**src/rtl/switch_sequencer_if.sv**
```systemverilog
// Control, pattern-table write and switch-drive bundle for switch_sequencer.
// The slave side is the sequencer; the master side is whoever drives it.
interface switch_sequencer_if #(
  parameter int N_CH = 8,
  parameter int AW   = 4,
  parameter int DW   = 8
) ();
  logic            tick;
  logic            start;
  logic            stop;
  logic            loop;
  logic [AW-1:0]   last_idx;
  logic            wr_en;
  logic [AW-1:0]   wr_addr;
  logic [N_CH-1:0] wr_pat;
  logic [DW-1:0]   wr_dwell;
  logic            gen_load;
  logic            gen_en;
  logic [N_CH-1:0] sw_out;
  logic [AW-1:0]   step;
  logic            busy;
  logic            done;

  modport master (
    output tick, start, stop, loop, last_idx,
    output wr_en, wr_addr, wr_pat, wr_dwell,
    input  gen_load, gen_en, sw_out, step, busy, done
  );

  modport slave (
    input  tick, start, stop, loop, last_idx,
    input  wr_en, wr_addr, wr_pat, wr_dwell,
    output gen_load, gen_en, sw_out, step, busy, done
  );
endinterface

```
**src/rtl/switch_sequencer.sv**
```systemverilog
// Steps a table of photonic switch patterns, holding each for a
// programmable number of generator ticks, once or in a loop.
module switch_sequencer #(
  parameter int N_CH  = 8,
  parameter int DEPTH = 16,
  parameter int DW    = 8,
  parameter int AW    = $clog2(DEPTH)
) (
  input logic            clk,
  input logic            reset,
  switch_sequencer_if.slave bus
);

  typedef enum logic [1:0] {
    IDLE,
    SYNC,
    RUN,
    DONE
  } state_t;

  state_t          state;
  logic [N_CH-1:0] pat_mem   [DEPTH];
  logic [DW-1:0]   dwell_mem [DEPTH];
  logic [DW-1:0]   remaining;
  logic            loop_q;
  logic [AW-1:0]   last_q;
  logic [AW-1:0]   step_q;
  logic [N_CH-1:0] sw_q;
  logic            gen_load_q;
  logic            gen_en_q;
  logic            busy_q;
  logic            done_q;
  logic [AW-1:0]   nxt;
  logic [DW-1:0]   nxt_dwell;
  logic [DW-1:0]   first_dwell;

  function automatic logic [DW-1:0] eff(input logic [DW-1:0] d);
    return (d == '0) ? DW'(1) : d;
  endfunction

  // Table has no reset; contents survive it.
  always_ff @(posedge clk) begin
    if (bus.wr_en && !busy_q) begin
      pat_mem[bus.wr_addr]   <= bus.wr_pat;
      dwell_mem[bus.wr_addr] <= bus.wr_dwell;
    end
  end

  always_comb begin
    nxt         = (step_q == last_q) ? '0 : step_q + AW'(1);
    nxt_dwell   = eff(dwell_mem[nxt]);
    first_dwell = eff(dwell_mem[0]);
  end

  always_ff @(posedge clk or posedge reset) begin
    if (reset) begin
      state      <= IDLE;
      remaining  <= '0;
      loop_q     <= 1'b0;
      last_q     <= '0;
      step_q     <= '0;
      sw_q       <= '0;
      gen_load_q <= 1'b0;
      gen_en_q   <= 1'b0;
      busy_q     <= 1'b0;
      done_q     <= 1'b0;
    end else begin
      gen_load_q <= 1'b0;
      if (bus.stop) begin
        state     <= IDLE;
        remaining <= '0;
        step_q    <= '0;
        sw_q      <= '0;
        gen_en_q  <= 1'b0;
        busy_q    <= 1'b0;
        done_q    <= 1'b0;
      end else begin
        unique case (state)
          IDLE, DONE: begin
            if (bus.start) begin
              state      <= SYNC;
              loop_q     <= bus.loop;
              last_q     <= bus.last_idx;
              step_q     <= '0;
              gen_load_q <= 1'b1;
              gen_en_q   <= 1'b1;
              busy_q     <= 1'b1;
              done_q     <= 1'b0;
            end
          end
          // A tick coincident with the restart pulse predates the
          // generator reload, so only later ticks qualify.
          SYNC: begin
            if (bus.tick && !gen_load_q) begin
              state     <= RUN;
              step_q    <= '0;
              sw_q      <= pat_mem[0];
              remaining <= first_dwell;
            end
          end
          RUN: begin
            if (bus.tick) begin
              if (remaining <= DW'(1)) begin
                if (step_q == last_q && !loop_q) begin
                  state    <= DONE;
                  sw_q     <= '0;
                  gen_en_q <= 1'b0;
                  busy_q   <= 1'b0;
                  done_q   <= 1'b1;
                end else begin
                  step_q    <= nxt;
                  sw_q      <= pat_mem[nxt];
                  remaining <= nxt_dwell;
                end
              end else begin
                remaining <= remaining - DW'(1);
              end
            end
          end
          default: state <= IDLE;
        endcase
      end
    end
  end

  assign bus.gen_load = gen_load_q;
  assign bus.gen_en   = gen_en_q;
  assign bus.sw_out   = sw_q;
  assign bus.step     = step_q;
  assign bus.busy     = busy_q;
  assign bus.done     = done_q;

endmodule
```
**src/flat_wrapper.sv**
```systemverilog
// flat-port wrapper written by rule: the top's interface ports become plain ports
module switch_sequencer_flat 
#(
  parameter int N_CH  = 8,
  parameter int DEPTH = 16,
  parameter int DW    = 8,
  parameter int AW    = $clog2(DEPTH)
)
  (clk, reset, bus_tick, bus_start, bus_stop, bus_loop, bus_last_idx, bus_wr_en, bus_wr_addr, bus_wr_pat, bus_wr_dwell, bus_gen_load, bus_gen_en, bus_sw_out, bus_step, bus_busy, bus_done);
  switch_sequencer_if #(.N_CH(N_CH), .AW(AW), .DW(DW)) bus_i ();
  input logic clk;
  input logic reset;
  input wire logic [$bits(bus_i.tick)-1:0] bus_tick;
  input wire logic [$bits(bus_i.start)-1:0] bus_start;
  input wire logic [$bits(bus_i.stop)-1:0] bus_stop;
  input wire logic [$bits(bus_i.loop)-1:0] bus_loop;
  input wire logic [$bits(bus_i.last_idx)-1:0] bus_last_idx;
  input wire logic [$bits(bus_i.wr_en)-1:0] bus_wr_en;
  input wire logic [$bits(bus_i.wr_addr)-1:0] bus_wr_addr;
  input wire logic [$bits(bus_i.wr_pat)-1:0] bus_wr_pat;
  input wire logic [$bits(bus_i.wr_dwell)-1:0] bus_wr_dwell;
  output wire logic [$bits(bus_i.gen_load)-1:0] bus_gen_load;
  output wire logic [$bits(bus_i.gen_en)-1:0] bus_gen_en;
  output wire logic [$bits(bus_i.sw_out)-1:0] bus_sw_out;
  output wire logic [$bits(bus_i.step)-1:0] bus_step;
  output wire logic [$bits(bus_i.busy)-1:0] bus_busy;
  output wire logic [$bits(bus_i.done)-1:0] bus_done;
  assign bus_i.tick = bus_tick;
  assign bus_i.start = bus_start;
  assign bus_i.stop = bus_stop;
  assign bus_i.loop = bus_loop;
  assign bus_i.last_idx = bus_last_idx;
  assign bus_i.wr_en = bus_wr_en;
  assign bus_i.wr_addr = bus_wr_addr;
  assign bus_i.wr_pat = bus_wr_pat;
  assign bus_i.wr_dwell = bus_wr_dwell;
  assign bus_gen_load = bus_i.gen_load;
  assign bus_gen_en = bus_i.gen_en;
  assign bus_sw_out = bus_i.sw_out;
  assign bus_step = bus_i.step;
  assign bus_busy = bus_i.busy;
  assign bus_done = bus_i.done;
  switch_sequencer #(.N_CH(N_CH), .DEPTH(DEPTH), .DW(DW), .AW(AW)) u_core (.clk(clk), .reset(reset), .bus(bus_i));
endmodule
```
**config.mk**
```make
export PLATFORM = sky130hd
export DESIGN_NAME = switch_sequencer_flat
export DESIGN_NICKNAME = d
export VERILOG_FILES = /design/src/rtl/switch_sequencer_if.sv /design/src/rtl/switch_sequencer.sv /design/src/flat_wrapper.sv
export SDC_FILE = /design/constraint.sdc
export NUM_CORES = 1
export LEC_CHECK = 0
export CAP_MARGIN = 10
export CORE_UTILIZATION = 40
export DETAILED_ROUTE_END_ITERATION = 8
export PLACE_DENSITY = 0.6
export SLEW_MARGIN = 10
export SYNTH_ARGS = -nofsm -noshare
export SYNTH_HDL_FRONTEND = slang
export SYNTH_SLANG_ARGS = --single-unit
```
**constraint.sdc**
```tcl
create_clock -name clk -period 3.48 [get_ports clk]
set_input_delay 1.044 -clock clk [delete_from_list [all_inputs] [get_ports clk]]
set_output_delay 1.044 -clock clk [all_outputs]
set_load 0.005 [all_outputs]
```
## Yosys cells after proc, flatten, opt, wreduce, memory -nomap -nowiden

Memories as Yosys holds them, arrays and structs flattened.
Index checks and enable logic that the tools add are counted.

| storage, ports and cells | value |
|---|---|
| input port bits | 31 |
| bits in writable memories | 256 |
| logic and storage cells | 90 |
| flip-flop bits (word level) | 30 |
| memories kept | 2 |

| cells by class | value |
|---|---|
| bitwise logic cells | 1 |
| eq/ne operators | 11 |
| add/subtract/negate cells | 2 |
| reduce and logical (&&, ||, !) cells | 18 |
| mux-type cells | 46 |
| order comparisons | 1 |

Memories:

| memory | depth | width | read ports | clocked after Yosys merged registers in | write ports | line | text |
|---|---|---|---|---|---|---|---|
| u_core.dwell_mem | 16 | 8 | 2 | 0 | 1 | switch_sequencer.sv:23 | `logic [DW-1:0] dwell_mem [DEPTH];` |
| u_core.pat_mem | 16 | 8 | 2 | 0 | 1 | switch_sequencer.sv:22 | `logic [N_CH-1:0] pat_mem [DEPTH];` |

Operator list:

| operator | count |
|---|---|
| $mux W8 | 12 |
| $pmux W8 S2 | 2 |
| $mux W4 | 7 |
| $logic_not A8 Y1 | 2 |
| $mux W1 | 15 |
| $reduce_and A5 Y1 | 3 |
| $mux W2 | 6 |
| $pmux W4 S3 | 1 |
| $ne A3 B2 Y1 const B | 3 |
| $ne A3 B3 Y1 const B | 3 |
| $le A8 B1 Y1 const B | 1 |
| $reduce_and A4 Y1 | 2 |
| $sub A8 B1 Y8 const B | 1 |
| $pmux W2 S3 | 1 |
| $reduce_bool A3 Y1 | 2 |
| $add A4 B1 Y4 const B | 1 |
| $eq A2 B2 Y1 const B | 2 |
| $eq A4 B4 Y1 | 1 |
| $ne A4 B4 Y1 const B | 1 |
| $pmux W1 S2 | 2 |
| $logic_and A1 B1 Y1 | 3 |
| $logic_not A1 Y1 | 3 |
| $reduce_and A3 Y1 | 1 |
| $eq A2 B1 Y1 const B | 1 |
| other kinds (3) | 3 |

## Logic depth before layout (Yosys ltp)

Gate-level depths: netlist (run 1).
An unclocked memory read counts as a cell.

| depth | value |
|---|---|
| depth in word-level cells | 10 |
| depth in mapped cells | 11 |
| gate-level depth less buffers | 9 |

## Worst setup path before layout (run 1)

Ideal clock, no wire load.

| path | value |
|---|---|
| kind | input to register |
| start point | input bus_wr_en |
| end point | memory u_core.dwell_mem[0][0] (enable) |
| data required time | 3,071 ps |
| arrival | 2,616 ps |
| path slack | 454 ps |
| library setup time | 409 ps |
| stages | 3 |
| buffers on the path | 0 |
| cell sequence | nand2b_1 or3_1 nor3_1 |

| between the ends | value |
|---|---|
| longest elaborated chain between the ends | 3 |

RTL lines:

| element | line | text |
|---|---|---|
| start: declaration | flat_wrapper.sv:18 | `input wire logic [$bits(bus_i.wr_en)-1:0] bus_wr_en;` |
| $logic_and A1 B1 Y1 | switch_sequencer.sv:43 | `if (bus.wr_en && !busy_q) begin` |
| $mux W1 | switch_sequencer.sv:43 |  |
| $mux W1 (not written as such) | switch_sequencer.sv:45 | `dwell_mem[bus.wr_addr] <= bus.wr_dwell;` |
| end: declaration | switch_sequencer.sv:23 |  |

Every way passes these cells.

## Worst setup path after layout (run 1)

| path | value |
|---|---|
| start point | register u_core.step_q[0] (netlist: u_core.bus.step[0]) |
| end point | register u_core.remaining[0] |

| between the ends | value |
|---|---|
| longest elaborated chain between the ends | 10 |

RTL lines:

| element | line | text |
|---|---|---|
| start: declaration | switch_sequencer.sv:27 | `logic [AW-1:0] step_q;` |
| start signal: assignment | switch_sequencer.sv:111 | `step_q <= nxt;` |
| $add A4 B1 Y4 / $eq A4 B4 Y1 (equally long branches) | switch_sequencer.sv:50, switch_sequencer.sv:104 |  |
| $mux W4 | switch_sequencer.sv:50 | `nxt = (step_q == last_q) ? '0 : step_q + AW'(1);` |
| $mem_v2 Z16 W8 | -- |  |
| $logic_not A8 Y1 | switch_sequencer.sv:38 | `return (d == '0) ? DW'(1) : d;` |
| $mux W8 | switch_sequencer.sv:38 |  |
| $mux W8 | switch_sequencer.sv:104 | `if (step_q == last_q && !loop_q) begin` |
| $mux W8 | switch_sequencer.sv:103 | `if (remaining <= DW'(1)) begin` |
| $mux W8 | switch_sequencer.sv:102 | `if (bus.tick) begin` |
| $pmux W8 S2 | switch_sequencer.sv:78 | `unique case (state)` |
| $mux W8 | switch_sequencer.sv:69 | `if (bus.stop) begin` |
| end signal: assignment | switch_sequencer.sv:98 | `remaining <= first_dwell;` |
| end signal: assignment | switch_sequencer.sv:113 | `remaining <= nxt_dwell;` |
| end signal: assignment | switch_sequencer.sv:116 | `remaining <= remaining - DW'(1);` |
| end: declaration | switch_sequencer.sv:24 | `logic [DW-1:0] remaining;` |

Several ways; a longest one is shown, not always the timed one. The select of a mux whose other input is x is not followed.
A chain may end at the register's enable or synchronous reset.

==> key figures, run 1 <==
Status
  • Status: completed

Timing
  • Final setup margin: 0.4290 ns
  • Worst slew margin: 38.40%
  • Setup tns final: 0 ns
  • Hold_ws: between 0.5 and 0.6 ns
  • Final clock skew: 0.01483 ns
  • Min Clock Period, post-route: a little over 3 ns
  • Hold Vio Cnt, Final: 0
  • RSZ-0062 raised after global routing: no
  • Final setup viols: 0
  • Period Utilization, post-route: 87.67%
  • Tightest Pin Transition: roughly 0.92 ns
  • Max Freq: 0.3278 GHz
  • Final Max Slew Viols: 0

Power
  • P_leak: between 4 and 5 nW
  • Peak supply drop: 0.3812 mV
  • Pwr per Cell Area: about 660 nW/µm²

Die
  • Initial core utilization: 40.78%
  • IO Pins: 47
  • # rows: 63
  • DIE HEIGHT: around 180 µm
  • Die ar.: approximately 31000 µm²
  • Core area: 29720 µm²
  • Die Width: 176.1 µm

Synthesis
  • Avg Cell Area, Syn: around 14 µm²
  • Cell accounting for the most synthesized area: edfxtp_1
  • Most numerous cell in the Yosys netlist: edfxtp_1
  • Fraction of registers with async set/reset: between 10% and 20%
  • Post-synthesis sequential area ratio: 69.63%
  • Synth top area cells: edfxtp_1 63%, dfrtp_1 6.2%, nand2_1 2.8%, a221oi_1 2.5%, mux2_2 1.7%
  • Commonest cells in the netlist: 256 x edfxtp_1, 90 x nand2_1, 43 x nor2_1
  • Synth top area share: 63.44%
  • YS warnings: 0
  • Cell count after synthesis: 855
  • Mapped Area: 12120 µm²
  • Net Count, Synth: 892
  • Synth unique cells: 76
  • Primary FF master, synth: edfxtp_1
  • Post-synth EDFFs: 256
  • Synthesized flop and latch total: approximately 290

Global routing
  • Global-route wire length before repair: 49.87 mm
  • Vias in the first global route: 7906
  • Initial antenna violation count: 0
  • GR peak layer: met2
  • Grt met1 use: a little under a third
  • Largest net degree at the start of global routing: 41
  • Met3 usage: under 10%
  • GRT Util Overall: 21.66%
  • GR Layer Usage met2: 33.97%
  • Grt ovf: 0

Placed design
  • GPL Wtd Cong: 0.8817
  • Pre-CTS setup slack: 0.09043 ns
  • Placed wire-length estimate: 20.90 mm
  • Port bufs: 46

Clock network
  • Clock Tree Buf Depth: 3
  • CTS clk-pin slew, worst paths: 0.06 ns
  • CTS tree: done
  • H-tree Lvls: 1
  • Worst-Skew Late Latency: 0.56 ns
  • Total CTS buffers: 29
  • Post-CTS sizing: 0
  • Cts hold-fix bufs: 0
  • Clk root buf: clkbuf_16
  • Clk sink count: 286
  • Setup Buffers After CTS: 0

Routing
  • Starting DRT DRC Count: 917
  • DRT Pass-1 Iters: 5
  • Via density: 5.914
  • Vias: 7978
  • WL per Instance: 24.45 µm
  • WL final: 32.98 mm
  • Post-route ant nets: 0
  • DRC: 0

Flow run
  • Max Cap Viol: 0

Finish
  • Utilization after layout: between 40 and 50%
  • # diodes: 0
  • Area growth syn-to-layout: 18.92%
  • FF/Latch Area: ~8400 µm²
  • Filler Cell Count: 2566
  • Layout cell share with drive strength beyond 1: 16.27%
  • Area of the multi-input gates: 3476 µm²
  • Nets: around 980

Setup path
  • CP peak stage delay: between 0.6 and 0.7 ns
  • CP Cell Sequence: ha_2 -> buf_4 -> mux2i_1 -> nor2_1 -> a2111oi_0 -> o22ai_1 -> o211ai_1 -> nand4b_1 -> o21bai_1
  • Critical-path top delay cell: ha_2
  • Worst setup startpoint: u_core.bus.step[0]
  • FF-to-FF Start: u_core.bus.step[0]
  • Largest fanout on the critical path: 18
  • Crit end category: flop
  • WP data arrival: 3.52 ns
  • CP required: 3.95 ns
  • Startpoint types: flop
  • Setup CP Type: flop to flop

Worst hold path
  • Min-delay src: u_core.bus.done
  • Hold Path Class: flop to flop
## sequential cells by signal, indices dropped and copies added, names as in the netlist
register             count
u_core.loop_q            1
u_core.state             2
u_core.pat_mem         128
u_core.remaining         8
u_core.bus.busy          1
u_core.bus.sw_out        8
u_core.bus.done          1
u_core.bus.step          4
u_core.bus.gen_load      1
u_core.dwell_mem       128
u_core.last_q            4
## placed cells by master (no fill, tap or decap), drive strengths merged, types with 11 or more instances in the layout
cell type      netlist  layout
mux2                18      18
a221oi              34      34
mux2i               13      13
a21oi               31      31
clkdlybuf4s50        0      46
a31oi               15      15
o21ai               29      29
nor2                45      45
o22ai               11      11
nor3                30      30
buf                 26      60
nand3               24      24
edfxtp             256     256
dfrtp               30      30
clkbuf              26      36
inv                 16      18
nand2               90      90
## kinds of logic (layout without fill, tap and decap cells)
logic type      after synthesis  in the layout  share of synthesized area [%]
compound gates              207            207                          12.91
xor+xnor                     18             18                          1.766
flops                       286            286                          69.63
mux                          33             33                          3.118
buf+inv                      68            172                          2.457
fa+ha+maj                     6              6                         0.6195
simple gates                237            237                          9.499
## power breakdown
part / switching (mW) / internal, mW / total, mW
clock network: 1.25 / 1.89 / 3.14
registers: 0.202 / 3.93 / 4.14
logic: 1.41 / 0.889 / 2.30
total: 2.87 / 6.71 / 9.58
## routing by layer
layer | up-vias | routed length [µm]
met5 | - | 0
met4 | 0 | 855
met3 | 56 | 2342
met2 | 323 | 15310
met1 | 4065 | 14480
li1 | 3534 | -
## worst max-delay path, delay by kind of cell, from the launching register on
| kind | cells | cell delay (ns) |
|---|---|---|
| flops | 1 | 0.49 |
| mux | 1 | 0.18 |
| simple gates | 2 | 0.21 |
| compound gates | 4 | 1.15 |
| buf+inv | 1 | 0.23 |
| fa+ha+maj | 1 | 0.68 |
## path summary, 6_finish.rpt
check | slack, ns | cells after the start | to
hold reg to reg | 0.50 | 1 | u_core.bus.done
setup reg to reg | 0.43 | 9 | u_core.remaining[0]
hold / removal | 0.50 | 1 | u_core.bus.done
max in group asynchronous | 2.25 | 3 | u_core.remaining[0]
min in group asynchronous | 0.90 | 3 | u_core.remaining[1]
setup / recovery | 0.43 | 9 | u_core.remaining[0]
## per-stage QoR
step           area, µm²  std cells  total power [mW]
2_1_floorplan      12120        855             5.521
3_3_place_gp       13460       1299             6.463
3_5_place_dp       13460       1299             6.473
4_1_cts            14410       1349             9.611
5_1_grt            14410       1349             9.958
6_report           14410       1349             9.580
## cell type report
type                       count  share of cell area (%)
clock buffer                  36                   5.218
clock inverter                14                   1.372
inverter                      16                  0.4168
multi-input combinational    501                   24.12
sequential                   286                   58.56
tap                          390                   3.386
timing repair buffer         106                   6.929
No activity file was read; power rests on OpenSTA's default activity.
==> inputs of run 2 (changes only) <==
--- a/config.mk
+++ b/config.mk
@@ -9,6 +9,7 @@
 export CORE_UTILIZATION = 40
 export DETAILED_ROUTE_END_ITERATION = 8
 export PLACE_DENSITY = 0.6
+export SETUP_SLACK_MARGIN = 0.02
 export SLEW_MARGIN = 10
 export SYNTH_ARGS = -nofsm -noshare
 export SYNTH_HDL_FRONTEND = slang
==> constraint.sdc (replaced) <==
create_clock -name clk -period 3.2 [get_ports clk]
set_input_delay 0.96 -clock clk [delete_from_list [all_inputs] [get_ports clk]]
set_output_delay 0.96 -clock clk [all_outputs]
set_load 0.005 [all_outputs]
==> run 2 against run 1 <==
Register-to-register slack got worse by 0.21 ns. Clock-buffer cell count increased by 6. First-iteration DRC count decreased by 19%. Non-clock buffer count decreased by 1. Largest cell class unchanged. Largest power group unchanged. Highest routed layer unchanged.
==> key figures, run 2 (synthesis results as in run 1) <==
Clock network
  • Clk root buf: clkbuf_16
  • Cts hold-fix bufs: 0
  • Clk sink count: 286
  • Total CTS buffers: 29
  • Clock Tree Buf Depth: 3
  • Post-CTS sizing: 0
  • CTS tree: done
  • Worst-Skew Late Latency: 0.56 ns
  • CTS clk-pin slew, worst paths: 0.06 ns
  • H-tree Lvls: 1
  • Setup Buffers After CTS: 0

Die
  • Die ar.: 31000 µm²
  • IO Pins: 47
  • Core area: 29720 µm²
  • Die Width: 176.1 µm
  • # rows: 63
  • DIE HEIGHT: 176.1 µm
  • Initial core utilization: 40.78%

Flow run
  • Max Cap Viol: 0

Global routing
  • Grt met1 use: 29.82%
  • Vias in the first global route: slightly below 8000
  • Global-route wire length before repair: 48.81 mm
  • GRT Util Overall: about a fifth
  • Initial antenna violation count: 0
  • Grt ovf: 0
  • GR Layer Usage met2: 34.38%
  • GR peak layer: met2
  • Largest net degree at the start of global routing: 53
  • Met3 usage: 3.036%

Timing
  • Final setup viols: 0
  • Final clock skew: between 0.02 and 0.03 ns
  • Max Freq: 0.3357 GHz
  • Min Clock Period, post-route: 2.979 ns
  • Period Utilization, post-route: 93.08%
  • Worst slew margin: between 40% and 50%
  • Tightest Pin Transition: around 0.84 ns
  • Setup tns final: 0 ns
  • RSZ-0062 raised after global routing: no
  • Final Max Slew Viols: 0
  • Hold Vio Cnt, Final: 0

Finish
  • Final Non-Filler Cells: 1352
  • Layout cell share with drive strength beyond 1: between 10% and 20%
  • Area growth syn-to-layout: 19.30%
  • # diodes: 0
  • Commonest non-fill, non-tap cell in the layout: edfxtp_1
  • Utilization after layout: 48.65%
  • Largest regs: u_core.dwell_mem (128), u_core.pat_mem (128)
  • Leading cell types in the layout, fill and taps excluded: 256 x edfxtp_1, 90 x nand2_1, 50 x buf_4
  • Nets: 976

Setup path
  • WP data arrival: between 3 and 4 ns
  • Largest fanout on the critical path: 17
  • CP Cell Sequence: ha_2 -> nor2b_1 -> o2bb2ai_1 -> nor3_1 -> a22oi_1 -> o211ai_1 -> o211ai_1 -> o21a_1
  • Worst path bufs/invs: 0
  • Startpoint types: flop
  • Critical-path top delay cell: ha_2
  • Worst path top cell family by delay: compound AO/OA/AOI/OAI gates
  • CP peak stage delay: roughly 0.67 ns
  • CP required: 3.70 ns
  • Most frequent CP cell: o211ai_1
  • Setup CP Type: flop to flop
  • Crit end category: flop

Routing
  • Via density: 5.780
  • Vias: 7814
  • WL final: 32.39 mm
  • Starting DRT DRC Count: 744
  • DRC: 0
  • Post-route ant nets: 0
  • WL per Instance: approximately 24 µm
  • DRT Pass-1 Iters: 8

Power
  • Sequential power share: 43.2%
  • P_leak: 4.779 nW
  • Comb power frac: a little under a quarter
  • Pint: around 7.3 mW
  • Pwr per Cell Area: 718.1 nW/µm²
  • Total Power: 10.38 mW
  • Sw power: around 3.1 mW
  • Clk pwr share: between 30 and 40%
  • Net switching fraction of the power: 29.83%
  • Peak supply drop: 0.4330 mV

Placed design
  • Port bufs: 46
  • Placed wire-length estimate: approximately 20 mm
  • GPL Wtd Cong: 0.8813
  • Inst Count DP: approximately 1300

Status
  • Status: completed

Worst hold path
  • Hold Path Class: flop to flop
## run 2: cell type report
cell class / instances / area [µm²]
clock buffer: 42 / 814.5
sequential: 286 / 8438
fill: 2556 / 15260
clock inverter: 12 / 163.9
inverter: 16 / 60.06
tap: 390 / 488.0
timing repair buffer: 105 / 1016
multi-input combinational: 501 / 3476
## run 2: final timing paths
check                                   startpoint  cells after the start              endpoint  slack, ns
worst min-delay path               u_core.bus.done                      1       u_core.bus.done       0.50
worst max-delay path            u_core.bus.step[1]                      8   u_core.remaining[1]       0.22
max in group asynchronous                    reset                      3   u_core.remaining[3]       2.07
worst max register to register  u_core.bus.step[1]                      8   u_core.remaining[1]       0.22
min in group asynchronous                    reset                      3  u_core.bus.sw_out[2]       0.79
worst min register to register     u_core.bus.done                      1       u_core.bus.done       0.50
## run 2: worst reg2reg max path, delay by kind of cell (launching register included)
kind            cells  cell delay [ns]
fa+ha+maj           1             0.67
flops               1             0.47
simple gates        2             0.72
compound gates      5             1.07
## run 2: power groups by stage
stage          Clock, mW  Combinational (mW)  Sequential [mW]
2_1_floorplan          0                1.51             4.50
3_3_place_gp           0                2.45             4.56
3_5_place_dp           0                2.47             4.56
4_1_cts             3.47                2.48             4.48
5_1_grt             3.62                2.68             4.51
6_report            3.42                2.48             4.49
## run 2: stage by stage
step	cell area, µm²	hold slack (ns)	worst slack, ns
5_1_grt	14460	0.5368	0.05614
6_report	14460	0.5047	0.2213
3_3_place_gp	13480	0.4935	0.1339
4_1_cts	14460	0.5158	0.2466
3_5_place_dp	13480	0.5020	0.06906
2_1_floorplan	12120	0.4844	0.2584
## run 2: per-layer routing
metal / vias to the layer above / share of wire (%) / wire [µm]
met1: 3936 / 43 / 14080
met2: 295 / 47 / 15350
met3: 53 / 6.7 / 2156
met5: - / 0 / 0
li1: 3530 / - / -
met4: 0 / 2.5 / 806
